`src/rtl/alu_defs.sv`:
```
// Shared definitions for the ALU sequencer: opcodes, widths and FSM states.
package alu_defs;

  localparam int DATA_W = 32;
  localparam int OP_W   = 4;
  localparam int SEL_W  = 12;

  localparam logic [OP_W-1:0] OP_ADD = 4'h0;
  localparam logic [OP_W-1:0] OP_SUB = 4'h1;
  localparam logic [OP_W-1:0] OP_SHR = 4'h2;
  localparam logic [OP_W-1:0] OP_SHL = 4'h3;
  localparam logic [OP_W-1:0] OP_ROR = 4'h4;
  localparam logic [OP_W-1:0] OP_ROL = 4'h5;
  localparam logic [OP_W-1:0] OP_AND = 4'h6;
  localparam logic [OP_W-1:0] OP_OR  = 4'h7;
  localparam logic [OP_W-1:0] OP_MUL = 4'h8;
  localparam logic [OP_W-1:0] OP_DIV = 4'h9;
  localparam logic [OP_W-1:0] OP_NEG = 4'hA;
  localparam logic [OP_W-1:0] OP_NOT = 4'hB;

  typedef enum logic [1:0] {
    ST_IDLE = 2'd0,
    ST_EXEC = 2'd1,
    ST_DIV  = 2'd2,
    ST_RESP = 2'd3
  } state_t;

  // Opcodes above OP_NOT (C-F) have no ALU function behind them.
  function automatic logic op_illegal(input logic [OP_W-1:0] op);
    return (op > OP_NOT);
  endfunction

endpackage

```
`src/rtl/alu_op_decoder.sv`:
```
// Opcode to one-hot ALU select decoder; illegal opcodes produce an all-zero select.
module alu_op_decoder
  import alu_defs::*;
(
  input  logic [OP_W-1:0]  op,
  output logic [SEL_W-1:0] select,
  output logic             is_div,
  output logic             illegal
);

  // Bit index of the select equals the opcode for every legal operation.
  always_comb begin
    select  = '0;
    is_div  = 1'b0;
    illegal = 1'b0;
    unique case (op)
      OP_ADD, OP_SUB, OP_SHR, OP_SHL, OP_ROR, OP_ROL,
      OP_AND, OP_OR, OP_MUL, OP_NEG, OP_NOT: begin
        select = SEL_W'(1) << op;
      end
      OP_DIV: begin
        select = SEL_W'(1) << op;
        is_div = 1'b1;
      end
      default: begin
        illegal = 1'b1;
      end
    endcase
  end

endmodule

```
`src/rtl/alu_controller.sv`:
```
// Valid/ready sequencer in front of the integer ALU: latches a request, drives the
// one-hot select for one cycle (or DIV_CYCLES for divide), captures z/hi/lo and
// holds the response until the consumer takes it.
module alu_controller
  import alu_defs::*;
#(
  parameter  int DIV_CYCLES = 34,
  localparam int CNT_BITS   = $clog2(DIV_CYCLES + 1)
) (
  input  logic              clk,
  input  logic              clr,
  input  logic              req_valid,
  output logic              req_ready,
  input  logic [OP_W-1:0]   req_op,
  input  logic [DATA_W-1:0] req_a,
  input  logic [DATA_W-1:0] req_b,
  output logic [DATA_W-1:0] alu_a,
  output logic [DATA_W-1:0] alu_b,
  output logic [SEL_W-1:0]  alu_select,
  input  logic [DATA_W-1:0] alu_z,
  input  logic [DATA_W-1:0] alu_hi,
  input  logic [DATA_W-1:0] alu_lo,
  output logic              resp_valid,
  input  logic              resp_ready,
  output logic [DATA_W-1:0] resp_z,
  output logic [DATA_W-1:0] resp_hi,
  output logic [DATA_W-1:0] resp_lo,
  output logic              resp_dbz,
  output logic              resp_illegal
);

  state_t              state_q, state_d;
  logic [CNT_BITS-1:0] cnt_q, cnt_d;
  logic [DATA_W-1:0]   a_q, b_q;
  logic [OP_W-1:0]     op_q;
  logic [DATA_W-1:0]   z_q, hi_q, lo_q;
  logic                dbz_q, ill_q;

  logic                accept;
  logic                req_illegal;
  logic                req_dbz;
  logic                sel_en;
  logic                capture;
  logic [SEL_W-1:0]    dec_select;
  logic                dec_is_div;
  logic                dec_illegal;

  alu_op_decoder u_dec (
    .op      (op_q),
    .select  (dec_select),
    .is_div  (dec_is_div),
    .illegal (dec_illegal)
  );

  assign accept      = req_valid && (state_q == ST_IDLE);
  assign req_illegal = op_illegal(req_op);
  assign req_dbz     = !req_illegal && (req_op == OP_DIV) && (req_b == '0);

  // State and divide counter registers.
  always_ff @(posedge clk) begin
    if (clr) begin
      state_q <= ST_IDLE;
      cnt_q   <= '0;
    end else begin
      state_q <= state_d;
      cnt_q   <= cnt_d;
    end
  end

  // Next-state logic, select enable and capture strobe.
  always_comb begin
    state_d = state_q;
    cnt_d   = cnt_q;
    sel_en  = 1'b0;
    capture = 1'b0;
    unique case (state_q)
      ST_IDLE: begin
        if (req_valid) begin
          if (req_illegal || req_dbz) begin
            state_d = ST_RESP;
          end else if (req_op == OP_DIV) begin
            state_d = ST_DIV;
            cnt_d   = CNT_BITS'(DIV_CYCLES - 1);
          end else begin
            state_d = ST_EXEC;
          end
        end
      end
      ST_EXEC: begin
        sel_en  = 1'b1;
        capture = 1'b1;
        state_d = ST_RESP;
      end
      ST_DIV: begin
        sel_en = 1'b1;
        if (cnt_q == '0) begin
          capture = 1'b1;
          state_d = ST_RESP;
        end else begin
          cnt_d = cnt_q - CNT_BITS'(1);
        end
      end
      ST_RESP: begin
        if (resp_ready) begin
          state_d = ST_IDLE;
        end
      end
      default: begin
        state_d = ST_IDLE;
      end
    endcase
  end

  // Operand latch on accept; response capture from the ALU or early error response.
  always_ff @(posedge clk) begin
    if (clr) begin
      a_q   <= '0;
      b_q   <= '0;
      op_q  <= '0;
      z_q   <= '0;
      hi_q  <= '0;
      lo_q  <= '0;
      dbz_q <= 1'b0;
      ill_q <= 1'b0;
    end else if (accept) begin
      a_q   <= req_a;
      b_q   <= req_b;
      op_q  <= req_op;
      dbz_q <= req_dbz;
      ill_q <= req_illegal;
      if (req_illegal || req_dbz) begin
        z_q  <= '0;
        hi_q <= '0;
        lo_q <= '0;
      end
    end else if (capture) begin
      z_q  <= dec_is_div ? '0 : alu_z;
      hi_q <= alu_hi;
      lo_q <= alu_lo;
    end
  end

  // Select is zero outside EXEC/DIV, which guarantees a low gap between divides.
  assign alu_select   = (sel_en && !dec_illegal) ? dec_select : '0;
  assign alu_a        = a_q;
  assign alu_b        = b_q;
  assign req_ready    = (state_q == ST_IDLE);
  assign resp_valid   = (state_q == ST_RESP);
  assign resp_z       = z_q;
  assign resp_hi      = hi_q;
  assign resp_lo      = lo_q;
  assign resp_dbz     = dbz_q;
  assign resp_illegal = ill_q;

endmodule

```
`config.mk`:
```
export PLATFORM = sky130hd
export DESIGN_NAME = alu_controller
export DESIGN_NICKNAME = d
export VERILOG_FILES = /design/src/rtl/alu_defs.sv /design/src/rtl/alu_op_decoder.sv /design/src/rtl/alu_controller.sv
export SDC_FILE = /design/constraint.sdc
export NUM_CORES = 1
export LEC_CHECK = 0
export CORE_ASPECT_RATIO = 0.75
export CORE_MARGIN = 10
export CORE_UTILIZATION = 35
export DETAILED_ROUTE_END_ITERATION = 8
export GPL_ROUTABILITY_DRIVEN = 0
export PLACE_DENSITY = 0.76
export SYNTH_ARGS = -nofsm -noshare
export SYNTH_HDL_FRONTEND = slang
export SYNTH_HIERARCHICAL = 1
export SYNTH_SLANG_ARGS = --single-unit
```
`constraint.sdc`:
```
create_clock -name clk -period 2.16 [get_ports clk]
set_input_delay 0.432 -clock clk [delete_from_list [all_inputs] [get_ports clk]]
set_output_delay 0.432 -clock clk [all_outputs]
set_load 0.02 [all_outputs]
```
==> results.txt <==
syn_area_per_cell: 9.87 um^2
Detail Placement HPWL: 17.6 mm
clock root buffer: clkbuf_16
Flop pwr share: 0.334
worst reg2reg path depth: 10
metal3 WL: 1.67 mm
total chip power: 12.6 mW
Most used DFF post-synth: dfxtp_1
Final Instance Count excl. Fillers: 1290
Ports: 344
post-synthesis sequential element count: 174
flop2flop setup slack: 0.08 ns
Longest Clk Path Bufs: 2
Cells after Synth: 641
launch point of the worst path: state_q[0]
clock-pin slew of the registers on the worst-case setup and hold paths: 0.06 ns
Layout Nets: 1209
slowest cell on the critical path: dfxtp_2
row count: 42
Slew Viols, Final: 0
first-pass GRT wire length: 35.0 mm
Die Width: 175 um
DR WL met2: 12.1 mm
period utilization: 1.01
routed vias/inst: 4.89
number of setup violations in the final report: 3
CP delay by family, top: buffers and inverters
PwrDens: 1110 nW/um^2
RSZ-0062 raised after global routing: yes
CP peak stage delay: 0.33 ns
CTS Buf Count: 17
WHS: 0.320 ns
Net Switching: 4.49 mW
largest net degree at the start of global routing: 69
wl on met1: 9.98 mm
final hold viol count: 0
critical path buffer and inverter count: 6
Top Metal Used: met4
Critical R2R Capture: resp_hi[9]
Final WS setup: -0.0109 ns
Net Count, Synth: 815
number of synthesized flops with an enable pin: 0
min-delay worst type: in2reg
placed instance count: 1239
Critical Path Stages: 9
sequential-to-total area share from yosys stat: 0.551
Die H: 136 um
status: finished with violations
most frequent cells in the layout: clkdlybuf4s50_1 (321), dfxtp_1 (172), nand2_1 (139), a22o_1 (96), a21oi_1 (72)
Overflow after GRT: 0
cell area after synthesis: 6320 um^2
ys async rst share: 0
CP Cell Sequence: inv_2 -> buf_6 -> ha_4 -> inv_4 -> nor2_4 -> buf_6 -> buf_6 -> and2_4 -> buf_6
r2r startpoint: state_q[1]
Logic pwr share: 0.423
leakage: 4.48 nW
Initial Utilization: 0.357
clock skew: 0.0197 ns
H-tree depth: 4
Antenna Cells: 0
Worst-Skew Late Latency: 0.43 ns
area growth from synthesis to layout: 79.9%
synth warn: 6
critical path peak fanout: 5
failing checks: negative setup slack
relative slew slack: 0.536
dpl ws: -0.439 ns
vias in the first global route: 6317
drt first pass iters: 6
hold depth: 3
Post-Layout Inst Area: 11400 um^2
# port buffers: 343
Antenna Nets Post-Route: 0
MaxCap Viol Count: 0
CTS tree: built
min cycle time layout: 2.17 ns
starting DRC count in detailed routing: 308
worst slew pin tran: 0.696 ns
Internal: 8.12 mW
most used cell, CP: buf_6
worst path arrival time: 1.74 ns
clock sink total: 174
GRT Overall Usage: 0.183
WL per Instance: 18.8 um
Critical Path End Type: output port
clock share of power: 0.243
most common cell after layout, fill and taps aside: clkdlybuf4s50_1
layout cell share with drive strength beyond 1: 0.156
type of origin of the critical path: register
Synth cell types: 49
Cell Area, Placed: 10400 um^2
Worst Path Class, Setup: reg2out
Worst VDD drop: 544 uV
Via Count: 6302
Final Core Density: 0.642
critical path endpoint: alu_select[4]
core area: 17700 um^2
initial antenna violation count: 0
Peak Freq: 461 MHz
Worst EP required: 1.73 ns
Sw Share: 0.356
drt drc: 0
Total Wirelength: 24.3 mm
setup TNS: -0.0268 ns
die area: 23900 um^2
==> cells in the mapped netlist (5+ instances only) <==
| library cell | number | area share |
|---|---|---|
| a21oi_1 | 73 | 0.058 |
| a22o_1 | 96 | 0.13 |
| and2_1 | 15 | 0.015 |
| and4bb_1 | 6 | 0.012 |
| buf_1 | 11 | 0.0065 |
| buf_2 | 10 | 0.0079 |
| clkbuf_1 | 22 | 0.013 |
| dfxtp_1 | 174 | 0.55 |
| ha_1 | 6 | 0.012 |
| inv_1 | 8 | 0.0047 |
| nand2_1 | 140 | 0.083 |
| nand4_1 | 5 | 0.0049 |
| nor2_1 | 9 | 0.0053 |
| nor2b_1 | 6 | 0.0059 |
| nor4_1 | 9 | 0.0089 |
| o21ai_0 | 6 | 0.0047 |
==> worst reg2reg max path, stage by stage, from the launching register on <==
cell	delay [ns]
dfxtp_2	0.33
buf_6	0.10
inv_4	0.04
ha_4	0.15
and2_2	0.16
and2_2	0.21
a2111oi_4	0.39
buf_4	0.21
buf_12	0.15
clkbuf_16	0.16
a22o_1	0.14
==> power groups by stage <==
| stage | clock, mW | combinational (mW) | sequential, mW |
|---|---|---|---|
| final | 3.07 | 5.33 | 4.21 |
| after global routing | 3.25 | 5.71 | 4.29 |
| after global placement | 0 | 4.75 | 4.25 |
| after floorplan | 0 | 1.76 | 4.96 |
| after CTS | 3.14 | 4.96 | 4.21 |
| after detailed placement | 0 | 4.81 | 4.26 |
==> routing by layer <==
layer  GRT usage  up-vias
li1            -     3071
met1       0.210     2985
met2       0.308      212
met3      0.0682       34
met4      0.0653        0
met5           0        -
==> sequential cells by signal, summed over array words and instances (netlist names) <==
name / cells
alu_b: 32
resp_illegal: 1
resp_z: 32
op_q: 4
resp_lo: 32
alu_a: 32
resp_dbz: 1
state_q: 2
cnt_q: 6
resp_hi: 32
==> area by class of cell <==
cell class | count | area, um^2
fill | 1462 | 6330
multi-input combinational | 408 | 2680
inverter | 8 | 35.0
clock inverter | 13 | 139
clock buffer | 19 | 453
tap | 242 | 303
timing repair buffer | 426 | 4280
sequential | 174 | 3490
==> logic make-up (layout without fill, tap and decap cells) <==
kind of cell / after synthesis / in the layout / synth area share
AOI/OAI and AO/OA: 192 / 192 / 0.222
adders and majority gates: 6 / 6 / 0.0119
buffers and inverters: 59 / 466 / 0.0437
DFF: 174 / 174 / 0.551
muxes: 1 / 1 / 0.00158
and+or+nand+nor: 209 / 209 / 0.170
==> how the worst min path moves through the flow <==
stage	startpoint	endpoint	slack [ns]
2_1_floorplan	state_q[0]	state_q[0]	0.46
3_3_place_gp	alu_a[25]	alu_a[25]	0.44
3_5_place_dp	alu_b[16]	alu_b[16]	0.45
4_1_cts	alu_b[28]	alu_b[28]	0.46
5_1_grt	req_b[25]	alu_b[25]	0.32
6_report	req_b[0]	alu_b[0]	0.32
==> repair_timing <==
action	in CTS	in global routing
hold buffers	0	0
cloned	1	11
resized for setup	61	34
setup endpoints to repair	111	110
pin swaps	4	13
setup buffers	3	4
Power figures use the tool's default switching activity.
